==> src/rtl/rh_pkg.sv <==
// rtl/rh_pkg.sv - shared constants and FSM state type for the RowHammer pattern sequencer
package rh_pkg;
   localparam logic [2:0] OP_ACT = 3'b001;
   localparam logic [2:0] OP_PRE = 3'b010;
   localparam logic [2:0] OP_RH  = 3'b111;

   localparam int INSTR_OP_LSB   = 29;
   localparam int INSTR_OP_W     = 3;
   localparam int INSTR_BANK_LSB = 26;
   localparam int INSTR_ROW_LSB  = 0;

   localparam logic MODE_LINEAR = 1'b0;
   localparam logic MODE_DOUBLE = 1'b1;

   typedef enum logic [2:0] {
      ST_IDLE,
      ST_LOAD,
      ST_ISSUE,
      ST_WAIT_ACK,
      ST_DONE
   } rh_state_e;
endpackage

==> src/rtl/rh_row_stepper.sv <==
// rtl/rh_row_stepper.sv - incremental aggressor row generator with list index and side select
module rh_row_stepper
   import rh_pkg::*;
#(
   parameter int ROW_WIDTH = 15,
   parameter int AW        = 4
) (
   input  logic                 i_clk,
   input  logic                 i_rst,
   input  logic                 i_load,
   input  logic                 i_step,
   input  logic [ROW_WIDTH-1:0] i_base,
   input  logic [ROW_WIDTH-1:0] i_stride,
   input  logic [AW-1:0]        i_num,
   input  logic                 i_mode,
   output logic [ROW_WIDTH-1:0] o_row,
   output logic                 o_last_pair
);
   logic [ROW_WIDTH-1:0] r_cur;
   logic [AW-1:0]        r_idx;
   logic                 r_side;
   logic                 w_last_entry;

   assign w_last_entry = (r_idx == AW'(i_num - 1'b1));
   assign o_last_pair  = w_last_entry && ((i_mode == MODE_LINEAR) || r_side);

   // In double-sided mode r_cur is the victim; the emitted row straddles it.
   assign o_row = (i_mode == MODE_DOUBLE) ?
                  (r_side ? r_cur + ROW_WIDTH'(1) : r_cur - ROW_WIDTH'(1)) : r_cur;

   always_ff @(posedge i_clk) begin
      if (i_rst) begin
         r_cur  <= '0;
         r_idx  <= '0;
         r_side <= 1'b0;
      end else if (i_load) begin
         r_cur  <= i_base;
         r_idx  <= '0;
         r_side <= 1'b0;
      end else if (i_step) begin
         if ((i_mode == MODE_DOUBLE) && !r_side) begin
            r_side <= 1'b1;
         end else begin
            r_side <= 1'b0;
            if (w_last_entry) begin
               r_idx <= '0;
               r_cur <= i_base;
            end else begin
               r_idx <= r_idx + 1'b1;
               r_cur <= r_cur + i_stride;
            end
         end
      end
   end
endmodule

==> src/rtl/rh_pattern_sequencer.sv <==
// rtl/rh_pattern_sequencer.sv - multi-aggressor ACT/PRE RowHammer pair generator for the dispatcher slots
module rh_pattern_sequencer
   import rh_pkg::*;
#(
   parameter int ROW_WIDTH  = 15,
   parameter int BANK_WIDTH = 3,
   parameter int MAX_AGGR   = 8,
   parameter int CNT_WIDTH  = 24,
   parameter int AW         = $clog2(MAX_AGGR) + 1
) (
   input  logic                  i_clk,
   input  logic                  i_rst,
   input  logic                  i_start,
   input  logic [BANK_WIDTH-1:0] i_cfg_bank,
   input  logic [ROW_WIDTH-1:0]  i_cfg_base_row,
   input  logic [ROW_WIDTH-1:0]  i_cfg_stride,
   input  logic [AW-1:0]         i_cfg_num_aggr,
   input  logic [CNT_WIDTH-1:0]  i_cfg_hammer_cnt,
   input  logic                  i_cfg_mode,
   input  logic                  i_abort,
   output logic                  o_busy,
   output logic                  o_done,
   output logic [31:0]           o_instr0,
   output logic                  o_valid0,
   input  logic                  i_ack0,
   output logic [31:0]           o_instr1,
   output logic                  o_valid1,
   input  logic                  i_ack1,
   output logic [CNT_WIDTH-1:0]  o_iter_count
);
   rh_state_e r_state, w_next;

   logic [BANK_WIDTH-1:0] r_bank;
   logic [ROW_WIDTH-1:0]  r_base;
   logic [ROW_WIDTH-1:0]  r_stride;
   logic [AW-1:0]         r_num;
   logic [CNT_WIDTH-1:0]  r_hammer;
   logic                  r_mode;
   logic                  r_abort_pend;

   logic [AW-1:0]         w_num_clamped;
   logic [ROW_WIDTH-1:0]  w_row;
   logic                  w_last_pair;
   logic                  w_abort;
   logic                  w_pair_done;
   logic                  w_run_end;
   logic [31:0]           w_instr0;
   logic [31:0]           w_instr1;

   assign w_num_clamped = (i_cfg_num_aggr > AW'(MAX_AGGR)) ? AW'(MAX_AGGR) : i_cfg_num_aggr;
   assign w_abort       = r_abort_pend | i_abort;
   // A slot counts as acked once its valid has already dropped or it is being acked now.
   assign w_pair_done   = (r_state == ST_WAIT_ACK) && (!o_valid0 || i_ack0) && (!o_valid1 || i_ack1);
   assign w_run_end     = w_last_pair && (CNT_WIDTH'(o_iter_count + 1'b1) == r_hammer);

   assign o_busy = (r_state != ST_IDLE);
   assign o_done = (r_state == ST_DONE);

   rh_row_stepper #(
      .ROW_WIDTH (ROW_WIDTH),
      .AW        (AW)
   ) u_stepper (
      .i_clk       (i_clk),
      .i_rst       (i_rst),
      .i_load      (r_state == ST_LOAD),
      .i_step      (w_pair_done),
      .i_base      (r_base),
      .i_stride    (r_stride),
      .i_num       (r_num),
      .i_mode      (r_mode),
      .o_row       (w_row),
      .o_last_pair (w_last_pair)
   );

   always_comb begin
      w_instr0 = '0;
      w_instr0[INSTR_OP_LSB +: INSTR_OP_W]  = OP_ACT;
      w_instr0[INSTR_BANK_LSB +: BANK_WIDTH] = r_bank;
      w_instr0[INSTR_ROW_LSB +: ROW_WIDTH]   = w_row;
      w_instr1 = '0;
      w_instr1[INSTR_OP_LSB +: INSTR_OP_W]  = OP_PRE;
      w_instr1[INSTR_BANK_LSB +: BANK_WIDTH] = r_bank;
   end

   always_ff @(posedge i_clk) begin
      if (i_rst) r_state <= ST_IDLE;
      else       r_state <= w_next;
   end

   always_comb begin
      w_next = r_state;
      case (r_state)
         ST_IDLE:     if (i_start) w_next = ST_LOAD;
         ST_LOAD:     w_next = ((r_num == '0) || (r_hammer == '0) || w_abort) ? ST_DONE : ST_ISSUE;
         ST_ISSUE:    w_next = w_abort ? ST_DONE : ST_WAIT_ACK;
         ST_WAIT_ACK: if (w_pair_done) w_next = (w_run_end || w_abort) ? ST_DONE : ST_ISSUE;
         ST_DONE:     w_next = ST_IDLE;
         default:     w_next = ST_IDLE;
      endcase
   end

   always_ff @(posedge i_clk) begin
      if (i_rst) begin
         r_bank       <= '0;
         r_base       <= '0;
         r_stride     <= '0;
         r_num        <= '0;
         r_hammer     <= '0;
         r_mode       <= 1'b0;
         r_abort_pend <= 1'b0;
         o_instr0     <= '0;
         o_instr1     <= '0;
         o_valid0     <= 1'b0;
         o_valid1     <= 1'b0;
         o_iter_count <= '0;
      end else begin
         if (r_state == ST_IDLE)  r_abort_pend <= 1'b0;
         else if (i_abort)        r_abort_pend <= 1'b1;

         if ((r_state == ST_IDLE) && i_start) begin
            r_bank       <= i_cfg_bank;
            r_base       <= i_cfg_base_row;
            r_stride     <= i_cfg_stride;
            r_num        <= w_num_clamped;
            r_hammer     <= i_cfg_hammer_cnt;
            r_mode       <= i_cfg_mode;
            o_iter_count <= '0;
         end

         if ((r_state == ST_ISSUE) && !w_abort) begin
            o_instr0 <= w_instr0;
            o_instr1 <= w_instr1;
            o_valid0 <= 1'b1;
            o_valid1 <= 1'b1;
         end

         if (r_state == ST_WAIT_ACK) begin
            if (i_ack0) o_valid0 <= 1'b0;
            if (i_ack1) o_valid1 <= 1'b0;
            if (w_pair_done && w_last_pair) o_iter_count <= o_iter_count + 1'b1;
         end
      end
   end
endmodule

==> config.mk <==
export PLATFORM = sky130hd
export DESIGN_NAME = rh_pattern_sequencer
export DESIGN_NICKNAME = d
export VERILOG_FILES = /design/src/rtl/rh_pkg.sv /design/src/rtl/rh_row_stepper.sv /design/src/rtl/rh_pattern_sequencer.sv
export SDC_FILE = /design/constraint.sdc
export NUM_CORES = 1
export LEC_CHECK = 0
export CAP_MARGIN = 0
export CORE_MARGIN = 5
export CORE_UTILIZATION = 35
export DETAILED_ROUTE_END_ITERATION = 7
export SLEW_MARGIN = 20
export SYNTH_ARGS = -nofsm -noshare
export SYNTH_HDL_FRONTEND = slang
export SYNTH_HIERARCHICAL = 1
export SYNTH_SLANG_ARGS = --single-unit
==> constraint.sdc <==
create_clock -name i_clk -period 3.82 [get_ports i_clk]
set_clock_uncertainty 0.05 [all_clocks]
set_input_delay 0.382 -clock i_clk [delete_from_list [all_inputs] [get_ports i_clk]]
set_output_delay 0.382 -clock i_clk [all_outputs]
set_load 0.01 [all_outputs]
==> flow_summary.toml <==
[run_status]
status = "completed"

[cts]
numCtsBuffers = 17
cts.clk_slew.worst_paths_ps = 60
cts_resized = 0
htreeDepth = 4
cts_tree = "yes"
hold_buffers = 0
cts_setup_buffers = 0
cts.sinks = 131
insertion_delay_ps = 420
cts_max_path_buffers = 2
cts-root-buf = "clkbuf_16"

[layout]
seq_area_um2 = 2620
drive_gt1_frac = 0.0687
nets = 1237
diodes = 0
multi_input_comb_area_um2 = 4950
fillers = 2351
final_cells = 1463
areaGrowthSynthToFinish_pct = 21.6

[detailed_routing]
drc = 0
wire_per_inst_um = 16.1
drt_iter0_drc = 525
dr.pass1.iters = 6
ant_nets = 0
routed_wl_mm = 23.6
drt-vias-per-instance = 5.20
vias = 7601

[timing]
rsz0062_at_grt = "false"
worst_slew_pin_slew_ps = 959
max_clock_freq_ghz = 0.326
finalWorstSetupSlack_ps = 750
fin_crit_sh = 0.804
tns_ps = 0
slew_headroom = 0.358
finalHoldViolations = 0
slew_violations = 0
hold_slack_ps = 401
period_minus_slack_ps = 3070
setup_viol = 0

[power_and_ir_drop]
p_leak_nw = 3.73
peakVddDrop_uv = 232
powerDensity_nw_per_um2 = 377

[floorplan]
die_w_um = 162
row_count = 55
die_area_um2 = 26400
initial_utilization = 0.357
core_area_um2 = 22800
boundaryPins = 160
chipHeight_um = 162

[setup_path]
cp_common_cell = "nand2_1"
critical_path_arrival_ps = 3310
crit_chain = "inv_1 -> ha_1 -> xnor2_1 -> nor4_4 -> nor2b_1 -> nand2_1 -> nand2_1 -> o21ai_0 -> a21oi_1 -> nor2_1"
cp-start-kind = "flip-flop"
cpMaxStageDelayCell = "nor4_4"
worst_ep_required_time_ps = 4060
critical-path-max-stage-delay_ps = 460
critPathMaxFanout = 11
critPathCaptureType = "flip-flop"
criticalPathCategory = "reg2reg"

[place]
gp_congestion = 0.867
dp_hpwl_mm = 17.3
numPortBuffers = 118
placedCellCount = 1431
place_ws_ps = 799

[global_route]
antenna_found_initial = 0
grt_remaining_overflow = 0
grt_pass1_wl_mm = 37.6
grt.total_usage = 0.175
grt_max_degree = 75
grt_pass1_vias = 7026

[yosys]
syn_inst = 1061
ys_seq_elements = 131
synth_edf_count = 0
synth_top_area_frac = 0.323
yosysSeqAreaShare = 0.323
netlist_area_um2 = 8130
yosys-top-cells-area = "dfxtp_1 (32%), nand2_1 (9.4%), a21oi_1 (8.1%)"
synth-main-ff-cell = "dfxtp_1"
yosys.area.top_type = "dfxtp_1"
postSynthAreaPerCell_um2 = 7.66
async_flop_share = 0
synth.most_common_cell = "nand2_1"
ys_types = 84
synth_common_cells = "nand2_1 (204), a21oi_1 (131), dfxtp_1 (131), nor2_1 (60), clkbuf_1 (50)"
yosys_warnings = 6

[job]
drv_cap = 0

[hold_path]
min_path_type = "in2reg"
==> routing by layer <==
layer / vias up / global-route usage / routed length [um]
met5: - / 0 / 0
met4: 0 / 0.0492 / 318
met2: 217 / 0.261 / 10200
li1: 3853 / - / -
met3: 25 / 0.0299 / 1220
met1: 3506 / 0.258 / 11800
==> placed cells by master (no fill, tap or decap), types with 5 or more instances in the layout <==
cell type / count
or3_1: 5
o21ai_0: 45
dfxtp_1: 131
buf_4: 10
a221oi_1: 5
nand3b_1: 9
a21oi_1: 131
a31oi_1: 8
ha_1: 30
a311oi_1: 6
a21o_1: 16
nor4_1: 18
nand3_1: 23
nand2_1: 203
a211oi_1: 10
and3_1: 13
mux2_2: 7
xnor2_1: 38
xor2_1: 18
inv_6: 5
nand2b_1: 7
nand2_2: 5
clkbuf_16: 17
clkdlybuf4s50_1: 117
nor2_1: 60
inv_1: 18
nand4_1: 15
o211ai_1: 5
nor2b_1: 10
nor3_1: 21
a32oi_1: 7
conb_1: 41
and4_1: 5
==> registers in the layout (all words and copies together), names as in the netlist, 3 cells and up <==
| name | flops |
|---|---|
| r_state | 3 |
| o_instr0 | 15 |
| r_base | 15 |
| r_bank | 3 |
| r_num | 4 |
| r_stride | 15 |
| o_instr1 | 4 |
| o_iter_count | 24 |
| u_stepper/r_cur | 15 |
| u_stepper/r_idx | 4 |
| r_hammer | 24 |
==> final cells by class <==
cell class	instances	share of cell area
Multi-Input combinational cell	841	0.500
Sequential cell	131	0.265
Timing Repair Buffer	127	0.126
Clock buffer	20	0.0472
Tap cell	313	0.0396
Clock inverter	12	0.0145
Inverter	19	0.00721
==> worst max-delay path, delay by kind of cell (launching register included) <==
kind	cells	cell delay, ps
flip-flops	1	410
AO/OA/AOI/OAI	2	330
buffers and inverters	1	70
AND/OR/NAND/NOR	5	1610
XOR/XNOR	1	160
adder cells (fa/ha/maj)	1	300
==> final timing paths <==
check | start | end | slack [ps] | cells past startpoint
max | r_num[0] | o_iter_count[4] | 750 | 10
min | i_rst | o_iter_count[0] | 400 | 2
max reg2reg | r_num[0] | o_iter_count[4] | 750 | 10
min reg2reg | o_instr0[8] | o_instr0[8] | 400 | 2
==> cell families (layout without fill, tap and decap cells) <==
family / after synthesis / in the layout / share of synthesized area
mux: 8 / 8 / 0.0109
fa+ha+maj: 32 / 32 / 0.0511
buf+inv: 129 / 178 / 0.0877
other cells: 1 / 41 / 0.000461
simple gates: 421 / 421 / 0.250
xor+xnor: 56 / 56 / 0.0603
flops: 131 / 131 / 0.323
compound gates: 283 / 283 / 0.217
==> through the flow <==
stage / util / cell area (um2) / power, mW
after global routing: 0.434 / 9890 / 3.90
final: 0.434 / 9890 / 3.73
after global placement: 0.407 / 9280 / 2.06
after CTS: 0.434 / 9890 / 3.77
after detailed placement: 0.407 / 9280 / 2.06
after floorplan: - / 8280 / 1.92
==> where the power goes <==
part	total (mW)	internal (mW)	leakage, nW	switching, mW
registers	1.48	1.42	1.07	0.0603
logic	0.560	0.246	2.37	0.314
clock network	1.69	1.03	0.291	0.668
total	3.73	2.69	3.73	1.04
Power figures use the tool's default switching activity.
